File: config.mk
export PLATFORM = sky130hd
export DESIGN_NAME = mips_main_controller_flat
export DESIGN_NICKNAME = d
export VERILOG_FILES = /design/src/rtl/mips_main_controller_if.sv /design/src/rtl/mips_main_controller.sv /design/src/flat_wrapper.sv
export SDC_FILE = /design/constraint.sdc
export NUM_CORES = 1
export LEC_CHECK = 0
export ABC_CLOCK_PERIOD_IN_PS = 1440
export BUFFER_PORTS_ARGS = -buffer_cell sky130_fd_sc_hd__buf_2
export CAP_MARGIN = 0
export CORE_MARGIN = 2
export CORE_UTILIZATION = 41
export CTS_CLUSTER_DIAMETER = 30
export DETAILED_ROUTE_END_ITERATION = 7
export PLACE_DENSITY = 0.78
export SYNTH_ARGS = -nofsm -noshare
export SYNTH_HDL_FRONTEND = slang
export SYNTH_SLANG_ARGS = --single-unit
File: constraint.sdc
create_clock -name clk -period 1.44 [get_ports clk]
set_clock_uncertainty 0.1 [all_clocks]
set_input_delay 0.072 -clock clk [delete_from_list [all_inputs] [get_ports clk]]
set_output_delay 0.072 -clock clk [all_outputs]
set_load 0.1 [all_outputs]
File: src/rtl/mips_main_controller_if.sv
// Control bundle between the multi-cycle main controller and the datapath.
// The master side is the controller; the slave side is the datapath and funct decoder.
interface mips_main_controller_if #(
  parameter int STATE_W = 4
);
  logic [5:0]         opcode_i;
  logic               jr_i;
  logic               zero_i;
  logic               mem_ready_i;
  logic               pc_write_o;
  logic [1:0]         pc_src_o;
  logic               ir_write_o;
  logic               mem_read_o;
  logic               mem_write_o;
  logic               iord_o;
  logic [1:0]         alu_op_o;
  logic               alu_src_o;
  logic               reg_dst_o;
  logic               mem_to_reg_o;
  logic               rtype_o;
  logic               reg_write_o;
  logic               reg_write2_o;
  logic               illegal_o;
  logic [STATE_W-1:0] state_o;

  modport master (
    input  opcode_i, jr_i, zero_i, mem_ready_i,
    output pc_write_o, pc_src_o, ir_write_o, mem_read_o, mem_write_o, iord_o,
           alu_op_o, alu_src_o, reg_dst_o, mem_to_reg_o, rtype_o, reg_write_o,
           reg_write2_o, illegal_o, state_o
  );

  modport slave (
    output opcode_i, jr_i, zero_i, mem_ready_i,
    input  pc_write_o, pc_src_o, ir_write_o, mem_read_o, mem_write_o, iord_o,
           alu_op_o, alu_src_o, reg_dst_o, mem_to_reg_o, rtype_o, reg_write_o,
           reg_write2_o, illegal_o, state_o
  );
endinterface

File: src/rtl/mips_main_controller.sv
// Multi-cycle MIPS main control FSM: FETCH/DECODE/EXECUTE/MEMORY/WRITEBACK sequencing.
// Outputs are decoded from state; all strobes are forced low while rst_n is low.
module mips_main_controller #(
  parameter int MEM_HANDSHAKE = 1,
  parameter int STATE_W       = 4
) (
  input logic                   clk,
  input logic                   rst_n,
  mips_main_controller_if.master bus
);
  typedef enum logic [3:0] {
    S_FETCH    = 4'd0,
    S_DECODE   = 4'd1,
    S_EXEC_R   = 4'd2,
    S_R_WB     = 4'd3,
    S_EXEC_I   = 4'd4,
    S_I_WB     = 4'd5,
    S_MEM_ADDR = 4'd6,
    S_MEM_RD   = 4'd7,
    S_MEM_WB   = 4'd8,
    S_MEM_WR   = 4'd9,
    S_BRANCH   = 4'd10,
    S_JUMP     = 4'd11
  } state_t;

  state_t state;
  logic   is_sw;
  logic   illegal;
  logic   mem_rdy;

  assign mem_rdy = (MEM_HANDSHAKE != 0) ? bus.mem_ready_i : 1'b1;

  always_ff @(posedge clk or negedge rst_n) begin
    if (!rst_n) begin
      state   <= S_FETCH;
      is_sw   <= 1'b0;
      illegal <= 1'b0;
    end else begin
      illegal <= 1'b0;
      case (state)
        S_FETCH:  if (mem_rdy) state <= S_DECODE;
        S_DECODE: begin
          is_sw <= (bus.opcode_i == 6'b101011);
          case (bus.opcode_i)
            6'b000000:                         state <= S_EXEC_R;
            6'b001000, 6'b001100,
            6'b001101, 6'b001010:              state <= S_EXEC_I;
            6'b100011, 6'b101011:              state <= S_MEM_ADDR;
            6'b000100:                         state <= S_BRANCH;
            6'b000010:                         state <= S_JUMP;
            default: begin
              state   <= S_FETCH;
              illegal <= 1'b1;
            end
          endcase
        end
        S_EXEC_R:   state <= bus.jr_i ? S_FETCH : S_R_WB;
        S_R_WB:     state <= S_FETCH;
        S_EXEC_I:   state <= S_I_WB;
        S_I_WB:     state <= S_FETCH;
        S_MEM_ADDR: state <= is_sw ? S_MEM_WR : S_MEM_RD;
        S_MEM_RD:   if (mem_rdy) state <= S_MEM_WB;
        S_MEM_WB:   state <= S_FETCH;
        S_MEM_WR:   if (mem_rdy) state <= S_FETCH;
        S_BRANCH:   state <= S_FETCH;
        S_JUMP:     state <= S_FETCH;
        default:    state <= S_FETCH;
      endcase
    end
  end

  // Gating on rst_n keeps every strobe low from the moment reset is asserted.
  always_comb begin
    bus.pc_write_o   = 1'b0;
    bus.pc_src_o     = 2'b00;
    bus.ir_write_o   = 1'b0;
    bus.mem_read_o   = 1'b0;
    bus.mem_write_o  = 1'b0;
    bus.iord_o       = 1'b0;
    bus.alu_op_o     = 2'b00;
    bus.alu_src_o    = 1'b0;
    bus.reg_dst_o    = 1'b0;
    bus.mem_to_reg_o = 1'b0;
    bus.rtype_o      = 1'b0;
    bus.reg_write_o  = 1'b0;
    bus.reg_write2_o = 1'b0;
    if (rst_n) begin
      case (state)
        S_FETCH: begin
          bus.mem_read_o = 1'b1;
          bus.ir_write_o = mem_rdy;
          bus.pc_write_o = mem_rdy;
        end
        S_EXEC_R: begin
          bus.rtype_o  = 1'b1;
          bus.alu_op_o = 2'b10;
          if (bus.jr_i) begin
            bus.pc_write_o = 1'b1;
            bus.pc_src_o   = 2'b11;
          end
        end
        S_R_WB: begin
          bus.rtype_o      = 1'b1;
          bus.reg_dst_o    = 1'b1;
          bus.reg_write_o  = 1'b1;
          bus.reg_write2_o = 1'b1;
        end
        S_EXEC_I: begin
          bus.alu_src_o = 1'b1;
          bus.alu_op_o  = 2'b11;
        end
        S_I_WB: begin
          bus.alu_src_o   = 1'b1;
          bus.alu_op_o    = 2'b11;
          bus.reg_write_o = 1'b1;
        end
        S_MEM_ADDR: bus.alu_src_o = 1'b1;
        S_MEM_RD: begin
          bus.mem_read_o = 1'b1;
          bus.iord_o     = 1'b1;
        end
        S_MEM_WB: begin
          bus.mem_to_reg_o = 1'b1;
          bus.reg_write_o  = 1'b1;
        end
        S_MEM_WR: begin
          bus.mem_write_o = 1'b1;
          bus.iord_o      = 1'b1;
        end
        S_BRANCH: begin
          bus.alu_op_o   = 2'b01;
          bus.pc_src_o   = 2'b01;
          bus.pc_write_o = bus.zero_i;
        end
        S_JUMP: begin
          bus.pc_write_o = 1'b1;
          bus.pc_src_o   = 2'b10;
        end
        default: ;
      endcase
    end
  end

  assign bus.illegal_o = illegal;
  assign bus.state_o   = STATE_W'(state);
endmodule

File: src/flat_wrapper.sv
// flat-port wrapper written by rule: the top's interface ports become plain ports
module mips_main_controller_flat 
#(
  parameter int MEM_HANDSHAKE = 1,
  parameter int STATE_W       = 4
)
  (clk, rst_n, bus_opcode_i, bus_jr_i, bus_zero_i, bus_mem_ready_i, bus_pc_write_o, bus_pc_src_o, bus_ir_write_o, bus_mem_read_o, bus_mem_write_o, bus_iord_o, bus_alu_op_o, bus_alu_src_o, bus_reg_dst_o, bus_mem_to_reg_o, bus_rtype_o, bus_reg_write_o, bus_reg_write2_o, bus_illegal_o, bus_state_o);
  mips_main_controller_if #(.STATE_W(STATE_W)) bus_i ();
  input logic clk;
  input logic rst_n;
  input wire logic [$bits(bus_i.opcode_i)-1:0] bus_opcode_i;
  input wire logic [$bits(bus_i.jr_i)-1:0] bus_jr_i;
  input wire logic [$bits(bus_i.zero_i)-1:0] bus_zero_i;
  input wire logic [$bits(bus_i.mem_ready_i)-1:0] bus_mem_ready_i;
  output wire logic [$bits(bus_i.pc_write_o)-1:0] bus_pc_write_o;
  output wire logic [$bits(bus_i.pc_src_o)-1:0] bus_pc_src_o;
  output wire logic [$bits(bus_i.ir_write_o)-1:0] bus_ir_write_o;
  output wire logic [$bits(bus_i.mem_read_o)-1:0] bus_mem_read_o;
  output wire logic [$bits(bus_i.mem_write_o)-1:0] bus_mem_write_o;
  output wire logic [$bits(bus_i.iord_o)-1:0] bus_iord_o;
  output wire logic [$bits(bus_i.alu_op_o)-1:0] bus_alu_op_o;
  output wire logic [$bits(bus_i.alu_src_o)-1:0] bus_alu_src_o;
  output wire logic [$bits(bus_i.reg_dst_o)-1:0] bus_reg_dst_o;
  output wire logic [$bits(bus_i.mem_to_reg_o)-1:0] bus_mem_to_reg_o;
  output wire logic [$bits(bus_i.rtype_o)-1:0] bus_rtype_o;
  output wire logic [$bits(bus_i.reg_write_o)-1:0] bus_reg_write_o;
  output wire logic [$bits(bus_i.reg_write2_o)-1:0] bus_reg_write2_o;
  output wire logic [$bits(bus_i.illegal_o)-1:0] bus_illegal_o;
  output wire logic [$bits(bus_i.state_o)-1:0] bus_state_o;
  assign bus_i.opcode_i = bus_opcode_i;
  assign bus_i.jr_i = bus_jr_i;
  assign bus_i.zero_i = bus_zero_i;
  assign bus_i.mem_ready_i = bus_mem_ready_i;
  assign bus_pc_write_o = bus_i.pc_write_o;
  assign bus_pc_src_o = bus_i.pc_src_o;
  assign bus_ir_write_o = bus_i.ir_write_o;
  assign bus_mem_read_o = bus_i.mem_read_o;
  assign bus_mem_write_o = bus_i.mem_write_o;
  assign bus_iord_o = bus_i.iord_o;
  assign bus_alu_op_o = bus_i.alu_op_o;
  assign bus_alu_src_o = bus_i.alu_src_o;
  assign bus_reg_dst_o = bus_i.reg_dst_o;
  assign bus_mem_to_reg_o = bus_i.mem_to_reg_o;
  assign bus_rtype_o = bus_i.rtype_o;
  assign bus_reg_write_o = bus_i.reg_write_o;
  assign bus_reg_write2_o = bus_i.reg_write2_o;
  assign bus_illegal_o = bus_i.illegal_o;
  assign bus_state_o = bus_i.state_o;
  mips_main_controller #(.MEM_HANDSHAKE(MEM_HANDSHAKE), .STATE_W(STATE_W)) u_core (.clk(clk), .rst_n(rst_n), .bus(bus_i));
endmodule
==> impl_metrics.prom, run 1 <==
# TYPE chip_impl_metric gauge
chip_impl_metric{name="buffers_inserted_during_post_cts_setup_optimization",unit=""} 7
chip_impl_info{name="clock_tree.root_cell",value="sky130_fd_sc_hd__clkbuf_4"} 1
chip_impl_metric{name="floorplan.die.height",unit="µm"} 44.97
chip_impl_metric{name="count_of_input_and_output_buffers",unit=""} 30
chip_impl_metric{name="synth-edff-count",unit=""} 0
chip_impl_metric{name="row_count",unit=""} 14
chip_impl_metric{name="post_synth_top_area_share",unit="%"} 21.82
chip_impl_info{name="yosysTopAreaCell",value="sky130_fd_sc_hd__dfrtp_1"} 1
chip_impl_metric{name="cts.sink_count",unit=""} 6
chip_impl_info{name="synth_top_flop_cell",value="sky130_fd_sc_hd__dfrtp_1"} 1
chip_impl_info{name="ys_top_cells_by_area",value="sky130_fd_sc_hd__dfrtp_1, sky130_fd_sc_hd__nand2_1, sky130_fd_sc_hd__nor2_1"} 1
chip_impl_metric{name="number_of_buffers_added_by_the_clock_tree_synthesis_step",unit=""} 3
chip_impl_metric{name="cts_htree_levels",unit=""} 1
chip_impl_info{name="haltStage",value="clock tree synthesis (4_1_cts)"} 1
chip_impl_metric{name="dp.final_hpwl",unit="µm"} 2473
chip_impl_metric{name="synth-seq-cells",unit=""} 6
chip_impl_metric{name="post_dp_cell_area",unit="µm²"} 1450
chip_impl_metric{name="avgSynthCellArea",unit="µm²"} 6.882
chip_impl_metric{name="starting_density_of_the_core",unit="%"} 44.64
chip_impl_metric{name="boundaryPins",unit=""} 31
chip_impl_metric{name="synthesis.yosys.warnings",unit=""} 0
chip_impl_metric{name="postSynth.asyncResetShare",unit="%"} 100.0
chip_impl_info{name="error_message",value="[ERROR DPL-0038] Utilization greater than 100%, impossible to legalize"} 1
chip_impl_metric{name="cts-root-to-sink-buffers",unit=""} 2
chip_impl_info{name="outcome",value="stopped before the end"} 1
chip_impl_metric{name="syn-instance-count",unit=""} 100
chip_impl_metric{name="cts_hold_repair.buffers",unit=""} 1
chip_impl_metric{name="routability_cong",unit=""} 0.9027
chip_impl_metric{name="post_cts_resized",unit=""} 24
chip_impl_metric{name="mappedNetlistNets",unit=""} 111
chip_impl_metric{name="synthesis.area",unit="µm²"} 688.2
chip_impl_metric{name="yosysSeqAreaShare",unit="%"} 21.82
chip_impl_metric{name="die_x",unit="µm"} 44.97
chip_impl_metric{name="cell_count_after_placement",unit=""} 163
chip_impl_metric{name="synth.distinct_cells",unit=""} 37
cell families after synthesis:
kind of cell	Yosys count	share of synthesized area [%]
AND/OR/NAND/NOR	54	42.19
AO/OA/AOI/OAI	27	28.00
buffers and inverters	13	8.000
flip-flops	6	21.82
stage by stage:
stage,setup TNS [ns],hold WS [ns],setup slack (ns)
3_5_place_dp,-3.426,-0.1156,-0.3256
2_1_floorplan,-8.328,-0.3236,-0.6542
3_3_place_gp,-2.537,-0.1185,-0.2202
Yosys cell counts (2+ instances only):
library cell,instances
sky130_fd_sc_hd__dfrtp_1,6
sky130_fd_sc_hd__nor2_1,13
sky130_fd_sc_hd__inv_1,4
sky130_fd_sc_hd__nand3_1,2
sky130_fd_sc_hd__nand2_1,13
sky130_fd_sc_hd__nor2b_1,6
sky130_fd_sc_hd__and3_1,3
sky130_fd_sc_hd__buf_2,2
sky130_fd_sc_hd__o211ai_1,3
sky130_fd_sc_hd__o21ai_0,3
sky130_fd_sc_hd__nor3_1,4
sky130_fd_sc_hd__or3_1,2
sky130_fd_sc_hd__a22oi_1,2
sky130_fd_sc_hd__nand2b_1,3
sky130_fd_sc_hd__a21oi_1,7
sky130_fd_sc_hd__clkbuf_1,6
==> run 2: changes to the inputs <==
ABC_CLOCK_PERIOD_IN_PS = 1870   (was 1440)
CORE_AREA = 2 2 63 65   (was default)
CORE_MARGIN = default   (was 2)
CORE_UTILIZATION = default   (was 41)
CTS_CLUSTER_DIAMETER = default   (was 30)
DIE_AREA = 0 0 65 67   (was default)
PLACE_DENSITY = default   (was 0.78)
PLACE_DENSITY_LB_ADDON = 0.15   (was default)
clock period = 1.87 ns   (was 1.44 ns; I/O delays follow)
==> run 2 against run 1 <==
  * The flow now finishes, with violations (negative setup slack)
  * Synthesized cell count unchanged
  * Area after synthesis is the same
==> impl_metrics.prom, run 2 <==
# TYPE chip_impl_metric gauge
chip_impl_metric{name="final_layout_size_suffix_gt1_share",unit="%"} 54.48
chip_impl_metric{name="drt_first_iter_violations",unit=""} 35
chip_impl_metric{name="setup_viol_count_final",unit=""} 1
chip_impl_metric{name="grt_first_pass_wirelength",unit="µm"} 3636
chip_impl_metric{name="synth.distinct_cells",unit=""} 37
chip_impl_metric{name="vdd.ir_drop.worst",unit="V"} 0.0004071
chip_impl_metric{name="vias",unit=""} 864
chip_impl_metric{name="route.detailed.wl_per_inst",unit="µm"} 12.55
chip_impl_metric{name="met1_usage",unit="%"} 11.38
chip_impl_info{name="worst_hold_path_type",value="input pin to flip-flop"} 1
chip_impl_metric{name="mappedNetlistNets",unit=""} 111
chip_impl_metric{name="grt.total_usage",unit="%"} 10.71
chip_impl_metric{name="synthesis.area",unit="µm²"} 688.2
chip_impl_metric{name="synth-seq-cells",unit=""} 6
chip_impl_metric{name="ff2ff_path_depth",unit=""} 4
chip_impl_info{name="busiest_layer",value="met2"} 1
chip_impl_metric{name="post-route-period-util",unit="%"} 100.0
chip_impl_metric{name="gr-usage-met3",unit="%"} 2.196
chip_impl_info{name="reg_to_reg_critical_path_endpoint",value="u_core.bus.state_o[0]"} 1
chip_impl_metric{name="die_x",unit="µm"} 65
chip_impl_metric{name="boundaryPins",unit=""} 31
chip_impl_info{name="worstHoldEndpoint",value="u_core.bus.state_o[1]"} 1
chip_impl_info{name="hold_start",value="bus_jr_i"} 1
chip_impl_metric{name="insertedDiodeCount",unit=""} 0
chip_impl_metric{name="grt_pass1_vias",unit=""} 832
chip_impl_metric{name="finalWorstPathRequiredPeriod",unit="ns"} 1.870
chip_impl_metric{name="hold_depth",unit=""} 2
chip_impl_metric{name="grt_overflow_total",unit=""} 0
chip_impl_metric{name="detailedPlace.worstSlack",unit="ns"} 0.07969
chip_impl_metric{name="yosysSeqAreaShare",unit="%"} 21.82
chip_impl_metric{name="design.die.area",unit="µm²"} 4355
chip_impl_info{name="outcome",value="complete, but fails checks"} 1
chip_impl_info{name="r2r_start",value="u_core.bus.state_o[1]"} 1
chip_impl_metric{name="row_count",unit=""} 22
chip_impl_metric{name="fillerInstances",unit=""} 373
chip_impl_metric{name="wl",unit="µm"} 2285
chip_impl_info{name="timing.critical_path.to_type",value="output port"} 1
chip_impl_info{name="violations",value="negative setup slack"} 1
chip_impl_metric{name="hold_viol_final",unit=""} 0
chip_impl_metric{name="final_cell_area",unit="µm²"} 1384
chip_impl_metric{name="grt_start_max_net_pins",unit=""} 22
chip_impl_metric{name="finalHoldWorstSlack",unit="ns"} 0.07694
chip_impl_metric{name="syn-instance-count",unit=""} 100
chip_impl_metric{name="route.antenna.remaining_nets",unit=""} 0
chip_impl_metric{name="floorplan.die.height",unit="µm"} 67
chip_impl_info{name="worstSetupPathType",value="flip-flop to output port"} 1
chip_impl_metric{name="area.growth.synth_to_final",unit="%"} 101.1
chip_impl_metric{name="tns",unit="ns"} -0.00009825
chip_impl_metric{name="dp.final_hpwl",unit="µm"} 1793
chip_impl_info{name="critical_path.startpoint_type",value="flip-flop"} 1
chip_impl_metric{name="critPathRequiredTime",unit="ns"} 1.68
chip_impl_metric{name="number_of_buffers_added_by_the_clock_tree_synthesis_step",unit=""} 3
chip_impl_metric{name="p_per_area",unit="nW/µm²"} 1256
chip_impl_metric{name="worst-endpoint-arrival",unit="ns"} 1.68
chip_impl_info{name="final_common_cell",value="sky130_fd_sc_hd__buf_12"} 1
chip_impl_metric{name="synth-edff-count",unit=""} 0
chip_impl_metric{name="grt.met2_usage",unit="%"} 20.23
chip_impl_metric{name="leakage",unit="nW"} 0.5359
chip_impl_metric{name="cts_htree_levels",unit=""} 1
chip_impl_metric{name="design.core.area",unit="µm²"} 3606
chip_impl_metric{name="drt_first_pass_iters",unit=""} 5
chip_impl_metric{name="reg2reg_slack",unit="ns"} 0.06
chip_impl_metric{name="largest_register_ff_count",unit=""} 4
chip_impl_metric{name="post_synth_top_area_share",unit="%"} 21.82
chip_impl_metric{name="detail_route.vias_per_cell",unit=""} 4.747
chip_impl_info{name="synth.cells.most_frequent",value="sky130_fd_sc_hd__nand2_1, sky130_fd_sc_hd__nor2_1, sky130_fd_sc_hd__a21oi_1"} 1
chip_impl_metric{name="finalNetCount",unit=""} 147
chip_impl_metric{name="insertion_delay",unit="ns"} 0.22
chip_impl_metric{name="starting_density_of_the_core",unit="%"} 19.08
chip_impl_metric{name="timing.final.max_slew_violations",unit=""} 0
chip_impl_metric{name="clk_pin_slew_worst_setup_hold_paths",unit="ns"} 0.03
chip_impl_metric{name="totalPowerFinal",unit="mW"} 1.738
chip_impl_metric{name="post-route-drc-count",unit=""} 0
chip_impl_info{name="clock_tree.root_cell",value="sky130_fd_sc_hd__clkbuf_8"} 1
chip_impl_metric{name="count_of_input_and_output_buffers",unit=""} 30
chip_impl_info{name="synth_top_flop_cell",value="sky130_fd_sc_hd__dfrtp_1"} 1
chip_impl_metric{name="fin_ws",unit="ns"} -0.00009825
chip_impl_info{name="yosysTopAreaCell",value="sky130_fd_sc_hd__dfrtp_1"} 1
chip_impl_metric{name="slew_headroom",unit="%"} 61.18
chip_impl_metric{name="max_cap_violations",unit=""} 0
chip_impl_metric{name="max_freq",unit="MHz"} 534.7
chip_impl_info{name="rsz0062_at_grt",value="true"} 1
chip_impl_info{name="clock_tree_from_tritoncts",value="done"} 1
chip_impl_info{name="mostFrequentLayoutCells",value="sky130_fd_sc_hd__buf_12, sky130_fd_sc_hd__buf_2, sky130_fd_sc_hd__nand2_1"} 1
chip_impl_metric{name="cts-root-to-sink-buffers",unit=""} 2
chip_impl_info{name="ys_top_cells_by_area",value="sky130_fd_sc_hd__dfrtp_1, sky130_fd_sc_hd__nand2_1, sky130_fd_sc_hd__nor2_1"} 1
chip_impl_metric{name="critical_path.max_fanout",unit=""} 21
chip_impl_metric{name="avgSynthCellArea",unit="µm²"} 6.882
chip_impl_metric{name="grt_antenna_before_repair",unit=""} 0
chip_impl_metric{name="synthesis.yosys.warnings",unit=""} 0
chip_impl_metric{name="cts.sink_count",unit=""} 6
chip_impl_metric{name="routability_cong",unit=""} 0.7779
chip_impl_metric{name="postSynth.asyncResetShare",unit="%"} 100.0
chip_impl_metric{name="post_dp_cell_area",unit="µm²"} 1254
chip_impl_metric{name="worst_slew_pin_slew",unit="ns"} 0.5677
==> run 2: routing by layer <==
metal  wire length (µm)  share of wire [%]
met1                927                 41
met2               1233                 54
met3                114                5.0
met4                  9               0.39
met5                  0                  0
==> run 2: cell type report <==
| cell class | instances | area [µm²] | share of cell area (%) |
|---|---|---|---|
| Clock buffer | 3 | 41.29 | 2.984 |
| Tap cell | 48 | 60.06 | 4.340 |
| Sequential cell | 6 | 165.2 | 11.93 |
| Inverter | 4 | 15.01 | 1.085 |
| Multi-Input combinational cell | 81 | 620.6 | 44.85 |
| Timing Repair Buffer | 40 | 481.7 | 34.81 |
==> run 2: timing repair <==
| item | 4_1_cts | 5_1_grt |
|---|---|---|
| setup buffers | 0 | 5 |
| resized for setup | 8 | 3 |
| pin swaps | 1 | 1 |
| endpoints found under the setup margin | 4 | 8 |
| hold buffers | 1 | 0 |
| endpoints found under the hold margin | 6 | 0 |
==> run 2: worst max path at each step <==
stage                           from               endpoint  slack (ns)  depth (start not counted)
4_1_cts        u_core.bus.state_o[1]        bus_reg_write_o      -0.007                          6
3_5_place_dp   u_core.bus.state_o[1]  u_core.bus.state_o[0]        0.08                          4
5_1_grt        u_core.bus.state_o[1]        bus_reg_write_o       -0.04                          6
2_1_floorplan  u_core.bus.state_o[1]        bus_pc_src_o[0]       -0.25                          4
6_report       u_core.bus.state_o[1]        bus_reg_write_o     -0.0001                          6
3_3_place_gp   u_core.bus.state_o[1]        bus_reg_write_o        0.09                          6
==> run 2: report_power, final <==
part / leakage, nW / switching, mW / internal (mW)
Sequential: 0.0733 / 0.0336 / 0.174
Clock: 0.0216 / 0.0475 / 0.138
Combinational: 0.441 / 0.872 / 0.473
Total: 0.536 / 0.953 / 0.785
==> run 2: worst max-delay path: stages, from the launching register on <==
cell                       delay (ns)
sky130_fd_sc_hd__dfrtp_4         0.47
sky130_fd_sc_hd__buf_12          0.16
sky130_fd_sc_hd__and2b_2         0.23
sky130_fd_sc_hd__nand2b_4        0.15
sky130_fd_sc_hd__a32oi_2         0.22
sky130_fd_sc_hd__nor2b_4         0.07
sky130_fd_sc_hd__buf_12          0.17
==> run 2: through the flow <==
| stage | cells | util (%) |
|---|---|---|
| final | 182 | 38.38 |
| after global routing | 182 | 38.38 |
| after detailed placement | 173 | 34.77 |
| after floorplan | 100 | - |
| after CTS | 177 | 37.09 |
| after global placement | 173 | 34.77 |
==> run 2: kinds of logic after synthesis <==
group | count (synthesis) | synth area share, %
flops | 6 | 21.82
buf+inv | 13 | 8.000
simple gates | 54 | 42.19
compound gates | 27 | 28.00
(Power assumes the default switching activity.)
